**src/rtl/ram_8x4_pkg.sv**
```systemverilog
// ram_8x4_pkg: shared widths, word/address types and parity helper for the 8x4 RAM.
package ram_8x4_pkg;
    localparam int DATA_W = 4;
    localparam int ADDR_W = 3;
    localparam int DEPTH  = 2 ** ADDR_W;
    typedef logic [DATA_W-1:0] word_t;
    typedef logic [ADDR_W-1:0] addr_t;
    function automatic logic even_parity(word_t w);
        return ^w;
    endfunction
endpackage

```
**src/rtl/ram_8x4_if.sv**
```systemverilog
// ram_8x4_if: access bus of the 8x4 RAM; parity_err exists only with RAM_8X4_PARITY_EN.
interface ram_8x4_if;
    ram_8x4_pkg::addr_t address;
    ram_8x4_pkg::word_t data_in;
    logic               write_enable;
    logic               read_enable;
    ram_8x4_pkg::word_t data_out;
    logic               rd_valid;
`ifdef RAM_8X4_PARITY_EN
    logic               parity_err;
`endif
    modport master (
        output address, data_in, write_enable, read_enable,
`ifdef RAM_8X4_PARITY_EN
        input  parity_err,
`endif
        input  data_out, rd_valid
    );
    modport slave (
        input  address, data_in, write_enable, read_enable,
`ifdef RAM_8X4_PARITY_EN
        output parity_err,
`endif
        output data_out, rd_valid
    );
endinterface

```
**src/rtl/ram_8x4_parity_chk.sv**
```systemverilog
// ram_8x4_parity_chk: even-parity generation for writes and mismatch detection for reads.
module ram_8x4_parity_chk
    import ram_8x4_pkg::*;
(
    input  word_t wdata_i,
    input  word_t rdata_i,
    input  logic  rpar_i,
    output logic  wpar_o,
    output logic  err_o
);
    assign wpar_o = even_parity(wdata_i);
    assign err_o  = even_parity(rdata_i) != rpar_i;
endmodule

```
**src/rtl/ram_8x4_core.sv**
```systemverilog
// ram_8x4_core: 8x4 single-port synchronous RAM, write-through on simultaneous strobes.
// Optional per-word even parity with registered parity_err under RAM_8X4_PARITY_EN.
module ram_8x4_core
    import ram_8x4_pkg::*;
(
    input  logic     clk,
    input  logic     reset,
    ram_8x4_if.slave bus
);
    word_t mem_q [DEPTH];
    word_t data_q, data_d;
    logic  vld_q, vld_d;
    always_comb begin
        data_d = bus.read_enable ? (bus.write_enable ? bus.data_in : mem_q[bus.address]) : data_q;
        vld_d  = bus.read_enable;
    end
    always_ff @(posedge clk or posedge reset) begin
        if (reset) begin
            for (int i = 0; i < DEPTH; i++) mem_q[i] <= '0;
            data_q <= '0;
            vld_q  <= 1'b0;
        end else begin
            if (bus.write_enable) mem_q[bus.address] <= bus.data_in;
            data_q <= data_d;
            vld_q  <= vld_d;
        end
    end
    assign bus.data_out = data_q;
    assign bus.rd_valid = vld_q;
`ifdef RAM_8X4_PARITY_EN
    logic [DEPTH-1:0] par_q;
    logic             wpar, chk_err, perr_q, perr_d;
    ram_8x4_parity_chk u_par (
        .wdata_i (bus.data_in),
        .rdata_i (mem_q[bus.address]),
        .rpar_i  (par_q[bus.address]),
        .wpar_o  (wpar),
        .err_o   (chk_err)
    );
    // Write-through reads return data_in directly, so stored parity is irrelevant there.
    always_comb perr_d = bus.read_enable && !bus.write_enable && chk_err;
    always_ff @(posedge clk or posedge reset) begin
        if (reset) begin
            par_q  <= '0;
            perr_q <= 1'b0;
        end else begin
            if (bus.write_enable) par_q[bus.address] <= wpar;
            perr_q <= perr_d;
        end
    end
    assign bus.parity_err = perr_q;
`endif
endmodule

```
**src/flat_wrapper.sv**
```systemverilog
// flat-port wrapper written by rule: the top's interface ports become plain ports
module ram_8x4_core_flat import ram_8x4_pkg::*;
  (clk, reset, bus_address, bus_data_in, bus_write_enable, bus_read_enable, bus_data_out, bus_rd_valid);
  ram_8x4_if bus_i ();
  input  logic clk;
  input  logic reset;
  input wire logic [$bits(bus_i.address)-1:0] bus_address;
  input wire logic [$bits(bus_i.data_in)-1:0] bus_data_in;
  input wire logic [$bits(bus_i.write_enable)-1:0] bus_write_enable;
  input wire logic [$bits(bus_i.read_enable)-1:0] bus_read_enable;
  output wire logic [$bits(bus_i.data_out)-1:0] bus_data_out;
  output wire logic [$bits(bus_i.rd_valid)-1:0] bus_rd_valid;
  assign bus_i.address = bus_address;
  assign bus_i.data_in = bus_data_in;
  assign bus_i.write_enable = bus_write_enable;
  assign bus_i.read_enable = bus_read_enable;
  assign bus_data_out = bus_i.data_out;
  assign bus_rd_valid = bus_i.rd_valid;
  ram_8x4_core u_core (.clk(clk), .reset(reset), .bus(bus_i));
endmodule
```
**config.mk**
```make
export PLATFORM = sky130hd
export DESIGN_NAME = ram_8x4_core_flat
export DESIGN_NICKNAME = d
export VERILOG_FILES = /design/src/rtl/ram_8x4_pkg.sv /design/src/rtl/ram_8x4_if.sv /design/src/rtl/ram_8x4_parity_chk.sv /design/src/rtl/ram_8x4_core.sv /design/src/flat_wrapper.sv
export SDC_FILE = /design/constraint.sdc
export NUM_CORES = 1
export LEC_CHECK = 0
export CORE_AREA = 5 5 47 89
export DETAILED_ROUTE_END_ITERATION = 10
export DIE_AREA = 0 0 52 94
export PLACE_DENSITY_LB_ADDON = 0.25
export SLEW_MARGIN = 20
export SYNTH_ARGS = -nofsm -noshare
export SYNTH_HDL_FRONTEND = slang
export SYNTH_HIERARCHICAL = 1
export SYNTH_SLANG_ARGS = --single-unit
```
**constraint.sdc**
```tcl
create_clock -name clk -period 2.6 [get_ports clk]
set_input_delay 0.26 -clock clk [delete_from_list [all_inputs] [get_ports clk]]
set_output_delay 0.26 -clock clk [all_outputs]
set_load 0.005 [all_outputs]
```
==> results.py <==
metrics = {
    "outcome": {
        "status": "complete, no violations",
    },
    "synthesis": {
        "ys.flop_type": "dfrtp_1",
        "synthesis.area_um2": 1793,
        "ys_warn_count": 6,
        "synth_nets": 155,
        "synth_most_common_cell": "dfrtp_1",
        "syn_avg_cell_area_um2": 12.45,
        "synth-async-reset-ratio_pct": 100.0,
        "synth-edff-count": 0,
        "yosysTopAreaCell": "dfrtp_1",
        "ys_top_cells_by_area": "dfrtp_1 52%, mux2_2 9.4%, mux2_1 6.9%, mux2_4 5.0%, mux2i_1 3.9%",
        "yosysSeqAreaShare_pct": 51.64,
        "synth-seq-cells": 37,
        "yosysTopAreaCellShare_pct": 51.64,
        "netlist_instances": 144,
        "synthTopCellsByCount": "37 x dfrtp_1, 15 x mux2_2, 11 x mux2_1, 8 x nor2_1",
        "yosysUniqueCellTypes": 35,
    },
    "grt": {
        "grt_overflow": 0,
        "grt_pass1_vias": 1260,
        "grt_pass1_wl_um": 6506,
        "antenna_found_initial": 0,
        "grt_max_degree": 38,
        "grt.total_usage_pct": 18.28,
    },
    "floorplan": {
        "core_region_area_um2": 3416,
        "die_y_um": 94,
        "dieArea_um2": 4888,
        "die_w_um": 52,
        "std_cell_rows": 30,
        "ios": 16,
        "initial_utilization_pct": 52.49,
    },
    "timing": {
        "skew_ps": 3.712,
        "post-route-min-period_ps": 1886,
        "max_freq_mhz": 530.2,
        "maxSlewHeadroom_pct": 63.44,
        "setup_ws_ps": 714.0,
        "slew_violations": 0,
        "finalHoldViolations": 0,
        "fin_crit_sh_pct": 72.54,
        "rsz0062_at_grt": "false",
        "setup-tns-final_ps": 0,
        "finalSetupViolCount": 0,
        "worst_pin_slew_ps": 546.7,
    },
    "detailed_routing": {
        "dr.pass1.iters": 4,
        "vias": 1185,
        "wire_per_inst_um": 17.90,
        "antenna_left": 0,
        "dr.first_iter.drc_count": 37,
        "drc": 0,
        "wl_um": 3794,
        "vias_per_cell": 5.590,
    },
    "clock_network": {
        "htree_levels": 2,
        "post_cts.repair.setup_buffers": 0,
        "ctsResizeCount": 0,
        "cts_tree": "built",
        "cts_sinks": 37,
        "clock_latency_ps": 280,
        "postCtsHoldBufs": 0,
        "clk_path_buf_depth": 2,
        "root_buffer": "clkbuf_8",
        "path_clk_slew_ps": 70,
        "cts_buffers": 5,
    },
    "run": {
        "cap_viol_max_count": 0,
    },
    "place": {
        "port_buffers": 15,
        "dp_slack_ps": 426.2,
        "hpwl_um": 2857,
        "routabilityCongestion": 0.8825,
    },
    "min_path": {
        "worstHoldPathType": "in -> async",
    },
    "finish": {
        "seq_area_um2": 925.9,
        "drive_above_1_share_pct": 23.78,
        "syn_to_final_growth_pct": 15.77,
        "antenna_cells": 0,
        "nets": 174,
        "fin_util_pct": 60.77,
        "multi_input_area_um2": 800.8,
        "nFillCells": 281,
    },
    "power_and_ir_drop": {
        "peakVddDrop_mv": 0.4931,
        "switching_share_pct": 26.36,
        "power.switching_w": 0.0003746,
        "leakagePower_nw": 0.9134,
        "p_comb_share_pct": 20.2,
        "internal_power_w": 0.001047,
        "powerDensity_nw_per_um2": 684.6,
        "pwr-share-seq_pct": 53.4,
        "clock_power_share_pct": 26.4,
    },
    "setup_path": {
        "end_kind": "flip-flop",
        "crit_type": "in -> reg",
        "startpoint_type": "input port",
        "worstPathRequired_ps": 2770,
        "cp_data_arrival_time_ps": 2050,
        "critical_path.max_fanout": 14,
    },
}
-- kinds of logic after synthesis --
kind of cell	count (synthesis)	share of synthesized area, %
AO/OA/AOI/OAI	24	8.933
buffers and inverters	12	3.698
flip-flops	37	51.64
multiplexers	39	25.26
AND/OR/NAND/NOR	32	10.47
-- power by group through the flow --
stage	combinational [W]	sequential (W)	clock, W
after floorplan	0.000209	0.000743	0
after global placement	0.000278	0.000764	0
after detailed placement	0.000287	0.000770	0
after CTS	0.000290	0.000759	0.000387
after global routing	0.000317	0.000772	0.000420
final	0.000288	0.000759	0.000375
-- worst max-delay path, cell delays in order --
cell             delay, ps
clkdlybuf4s50_1        690
nand2b_1               340
nor3_2                 380
mux2_2                 390
-- metrics by stage --
stage	power, W	hold WS (ps)	area (µm²)	std cells
after detailed placement	0.001057	476.1	1993	204
after global routing	0.001509	448.5	2076	212
after CTS	0.001436	389.5	2076	212
after global placement	0.001042	469.0	1993	204
after floorplan	0.0009516	291.4	1793	144
final	0.001421	375.5	2076	212
-- path summary, 6_finish.rpt --
check / from / endpoint / slack, ps / depth (start not counted)
worst max-delay path: bus_address[0] / u_core/mem_q[29] / 710 / 4
worst min-delay path: reset / u_core/mem_q[7] / 380 / 3
worst max register to register: u_core/mem_q[18] / u_core/bus.data_out[2] / 1260 / 4
worst min register to register: u_core/mem_q[1] / u_core/mem_q[1] / 490 / 2
max in group asynchronous: reset / u_core/mem_q[20] / 1900 / 3
min in group clk: u_core/mem_q[1] / u_core/mem_q[1] / 490 / 2
-- sequential cells by signal, summed over array words and instances (netlist names) --
register / cells
u_core/bus.data_out: 4
u_core/bus.rd_valid: 1
u_core/mem_q: 32
-- area by class of cell --
type	instances	share of cell area, %
Clock inverter	2	0.4822
Multi-Input combinational cell	95	38.58
Inverter	3	0.5425
Clock buffer	6	3.496
Timing Repair Buffer	21	9.403
Tap cell	48	2.893
Sequential cell	37	44.61
-- layout by cell type, fill, tap and decap left out, types with 2 or more instances in the layout --
master,netlist,layout
clkdlybuf4s50_1,0,15
nor2_1,8,8
clkinv_2,0,2
a31oi_1,2,2
o31a_1,2,2
nand3b_1,2,2
mux2i_1,7,7
o22ai_1,2,2
mux2_4,6,6
buf_4,2,6
dfrtp_1,37,37
mux2_1,11,11
mux2_2,15,15
inv_1,3,3
a22oi_1,4,4
o21ai_1,6,6
clkbuf_8,0,5
nand2_1,7,7
a21oi_1,2,2
or2_1,2,2
nor2b_1,2,2
nor3_2,2,2
nand3_1,2,2
nand2b_1,2,2
-- layer usage --
layer | GRT usage (%) | up-vias | share of wire, %
li1 | - | 554 | -
met1 | 21.65 | 574 | 40
met2 | 29.31 | 41 | 52
met3 | 3.975 | 16 | 3.2
met4 | 10.94 | 0 | 5.2
met5 | 0 | - | 0
Note: power is estimated with default switching activity, not from simulation.
